**config.mk**
```make
export PLATFORM = sky130hd
export DESIGN_NAME = hazard_forward_ctrl
export DESIGN_NICKNAME = d
export VERILOG_FILES = /design/src/rtl/hazard_pkg.sv /design/src/rtl/hazard_forward_ctrl_fwd_select.sv /design/src/rtl/hazard_forward_ctrl.sv
export SDC_FILE = /design/constraint.sdc
export NUM_CORES = 1
export LEC_CHECK = 0
export ABC_AREA = 0
export CAP_MARGIN = 40
export CORE_AREA = 2 2 84 86
export DETAILED_ROUTE_END_ITERATION = 10
export DIE_AREA = 0 0 86 88
export PLACE_DENSITY = 0.56
export SLEW_MARGIN = 15
export SYNTH_ARGS = -nofsm -noshare
export SYNTH_HDL_FRONTEND = slang
export SYNTH_HIERARCHICAL = 1
export SYNTH_SLANG_ARGS = --single-unit
```
**constraint.sdc**
```tcl
create_clock -name clk -period 3.2 [get_ports clk]
set_input_delay 0.48 -clock clk [delete_from_list [all_inputs] [get_ports clk]]
set_output_delay 0.48 -clock clk [all_outputs]
set_load 0.1 [all_outputs]
```
**src/rtl/hazard_pkg.sv**
```systemverilog
// Shared types and constants for the pipeline hazard/forwarding controller.
package hazard_pkg;

    localparam logic [1:0] FWD_RF  = 2'b00;
    localparam logic [1:0] FWD_MEM = 2'b01;
    localparam logic [1:0] FWD_WB  = 2'b10;

    typedef struct packed {
        logic       valid;
        logic       rw;
        logic       mr;
        logic [4:0] dest;
    } entry_t;

    localparam entry_t BUBBLE = '{valid: 1'b0, rw: 1'b0, mr: 1'b0, dest: 5'd0};

    // Register 0 is hardwired, so an entry targeting it never produces a value.
    function automatic logic writes_reg(input entry_t e);
        return e.valid && e.rw && (e.dest != 5'd0);
    endfunction

endpackage

```
**src/rtl/hazard_forward_ctrl_fwd_select.sv**
```systemverilog
// Operand forward select for one ALU source, from the entries about to
// occupy MEM (current ex_e) and WB (current mem_e).
module fwd_select
    import hazard_pkg::*;
(
    input  logic [4:0] src,
    input  logic       uses,
    input  entry_t     ex_e,
    input  entry_t     mem_e,
    output logic [1:0] sel
);

    always_comb begin
        // NOTE: default assigned first so every path drives sel and no latch is inferred.
        sel = FWD_RF;
        if (uses) begin
            if (writes_reg(ex_e) && ex_e.dest == src) begin
                sel = FWD_MEM;
            end else if (writes_reg(mem_e) && mem_e.dest == src) begin
                sel = FWD_WB;
            end
        end
    end

endmodule

```
**src/rtl/hazard_forward_ctrl.sv**
```systemverilog
// Hazard detection, stall/flush generation and registered forwarding selects
// for the five-stage core, with a saturating load-use stall counter.
module hazard_forward_ctrl
    import hazard_pkg::*;
#(
    parameter int CNT_W = 16
) (
    input  logic             clk,
    input  logic             rst_n,
    input  logic             id_valid,
    input  logic [4:0]       id_rs,
    input  logic [4:0]       id_rt,
    input  logic             id_uses_rs,
    input  logic             id_uses_rt,
    input  logic [4:0]       id_aw,
    input  logic             id_reg_write,
    input  logic             id_mem_read,
    input  logic             ex_branch_taken,
    input  logic             mem_busy,
    output logic             stall,
    output logic             flush,
    output logic [1:0]       fwd_a,
    output logic [1:0]       fwd_b,
    output logic [CNT_W-1:0] stall_cnt
);

    entry_t     ex_e, mem_e, wb_e, id_e;
    logic       load_use;
    logic       bubble;
    logic [1:0] sel_a, sel_b;
    logic       unused_wb;

    assign load_use = id_valid && ex_e.valid && ex_e.mr && (ex_e.dest != 5'd0) &&
                      ((id_uses_rs && id_rs == ex_e.dest) ||
                       (id_uses_rt && id_rt == ex_e.dest));

    // A taken branch kills the consumer anyway, so it wins over a load-use stall.
    assign flush  = ex_branch_taken;
    assign stall  = mem_busy || (load_use && !ex_branch_taken);
    assign bubble = stall || flush || !id_valid;

    assign id_e = '{valid: 1'b1, rw: id_reg_write, mr: id_mem_read, dest: id_aw};

    // WB is shadowed for completeness; write-before-read in the register file
    // means it never needs a forwarding path.
    assign unused_wb = ^wb_e;

    fwd_select u_fwd_a (
        .src   (id_rs),
        .uses  (id_uses_rs),
        .ex_e  (ex_e),
        .mem_e (mem_e),
        .sel   (sel_a)
    );

    fwd_select u_fwd_b (
        .src   (id_rt),
        .uses  (id_uses_rt),
        .ex_e  (ex_e),
        .mem_e (mem_e),
        .sel   (sel_b)
    );

    always_ff @(posedge clk) begin
        // NOTE: non-blocking so each stage shifts from its pre-edge neighbour.
        if (!rst_n) begin
            ex_e      <= BUBBLE;
            mem_e     <= BUBBLE;
            wb_e      <= BUBBLE;
            fwd_a     <= FWD_RF;
            fwd_b     <= FWD_RF;
            stall_cnt <= '0;
        end else if (!mem_busy) begin
            wb_e  <= mem_e;
            mem_e <= ex_e;
            ex_e  <= bubble ? BUBBLE : id_e;
            fwd_a <= bubble ? FWD_RF : sel_a;
            fwd_b <= bubble ? FWD_RF : sel_b;
            if (load_use && !flush && stall_cnt != '1) begin
                stall_cnt <= stall_cnt + 1'b1;
            end
        end
    end

endmodule

```
==> out/qor.csv <==
metric;value;unit
cts_made_buffers;5;
wire_per_inst;14.0;µm
clk_pin_slew;0.07;ns
dieArea;7570;µm²
power_frac_clock;36.2;%
syn2layout_area_growth;33.8;%
drv_slew;0;
setup_violations;0;
fin_nets;294;
ir_drop;197;µV
syn_area_per_cell;8.97;µm²
die_w;86;µm
portBuffers;45;
fin_setup_tns;0;ns
path_class;in2out;
maxCapViolations;0;
vias_per_cell;5.07;
hold_viol_final;0;
clockRootBuffer;clkbuf_8;
p_sw_share;25.8;%
syn_nets;239;
status;complete, no violations;
cts_setup_buffers;0;
p_int;0.646;mW
grt-ovfl-total;0;
dpl_cell_area;2490;µm²
period_minus_slack;2.74;ns
routed_wl;4.90;mm
power.net_switching;0.225;mW
gp_congestion;0.940;
grt_first_pass_wirelength;8.13;mm
fp.coreArea;6640;µm²
fp.dieH;88;µm
diodes;0;
grt.total_usage;13.5;%
hold_class;reg2reg;
num_rows;30;
p_leak;1.06;nW
dp_slack;0.325;ns
drive_gt1_share;18.9;%
dp_cells;342;
cts.hold.buffers_added;0;
fin_skew;0.0101;ns
htreeDepth;2;
clock_sinks;35;
cts_tree;done;
fin_cells;350;
max_slew_margin;63.2;%
netlist_area;1920;µm²
nFillCells;662;
rsz0062_at_grt;false;
ios;46;
postSynthCellCount;214;
arrival;2.26;ns
grt_pass1_vias;1677;
path_max_fanout;5;
drc;0;
tightest_slew;0.551;ns
cts_resized;0;
fin_area;2570;µm²
clkLatencyLatePin;0.28;ns
start_util;28.9;%
end_kind;output port;
power.share.combinational;12.7;%
hpwl;3.70;mm
p_per_area;339;nW/µm²
first_iter_violations;69;
worst_slack;0.460;ns
grt_max_degree;18;
vias;1774;
fmax;365;MHz
firstDrtPassIters;4;
antenna_found_initial;0;
min_period_over_period;85.6;%
ant_nets;0;
p_seq_share;51.2;%
start_kind;input pin;
required;2.72;ns
yosysWarningCount;6;
clk_path_buf_depth;2;
-- cell usage in the layout, fill, tap and decap left out, types with 9 or more instances in the layout --
cell type        instances
a21oi_1                  9
a22o_1                  10
buf_4                   27
clkdlybuf4s50_1         25
dfxtp_1                 35
inv_1                   11
mux2i_1                 13
nand2_1                 12
nor2_1                  19
xor2_1                  20
-- worst max-delay path, cell delays in order --
cell and delay (ns):
clkdlybuf4s50_1 0.50, xor2_1 0.19, nor4_2 0.28, a32oi_1 0.27
o21bai_2 0.32, buf_12 0.21
-- final timing paths --
path                         start                        end  slack [ns]  cells after the start
max                       id_rt[3]                      stall        0.46                      6
min          fwd_b[1]$_SDFFE_PN0N_      fwd_b[1]$_SDFFE_PN0N_        0.48                      1
max reg2reg   ex_e[2]$_SDFFE_PN0N_  stall_cnt[5]$_SDFFE_PN0P_        0.79                      6
min reg2reg  fwd_b[1]$_SDFFE_PN0N_      fwd_b[1]$_SDFFE_PN0N_        0.48                      1
-- power by group through the flow --
stage	combinational (mW)	clock [mW]	sequential, mW
after global routing	0.120	0.344	0.446
after floorplan	0.0563	0	0.455
after CTS	0.111	0.328	0.446
after global placement	0.111	0	0.456
after detailed placement	0.110	0	0.456
final	0.111	0.315	0.446
-- routing by layer --
metal | GRT usage (%) | vias to the layer above | share of wire (%)
li1 | - | 881 | -
met1 | 17.9 | 831 | 48
met2 | 22.1 | 56 | 44
met3 | 3.39 | 6 | 6.5
met4 | 3.17 | 0 | 1.2
met5 | 0 | - | 0
-- registers in the layout (all words and copies together) (netlist names) --
| register | flops |
|---|---|
| stall_cnt | 16 |
| ex_e | 8 |
| mem_e | 7 |
| fwd_a | 2 |
| fwd_b | 2 |
-- stage by stage --
| step | utilization (%) | hold slack [ns] | power [mW] |
|---|---|---|---|
| global route | 38.7 | 0.504 | 0.910 |
| global placement | 37.0 | 0.473 | 0.567 |
| finish | 38.7 | 0.481 | 0.872 |
| floorplan | - | 0.442 | 0.511 |
| detailed placement | 37.4 | 0.467 | 0.567 |
| CTS | 38.7 | 0.489 | 0.884 |
-- cell type report --
cell class	instances	area (µm²)	share of cell area (%)
Multi-Input combinational cell	160	1140	44.3
Sequential cell	35	701	27.3
Timing Repair Buffer	55	503	19.6
Tap cell	80	100	3.90
Clock buffer	7	76.3	2.97
Inverter	12	45.0	1.75
Clock inverter	1	5.00	0.195
No activity file was read; power rests on OpenSTA's default activity.
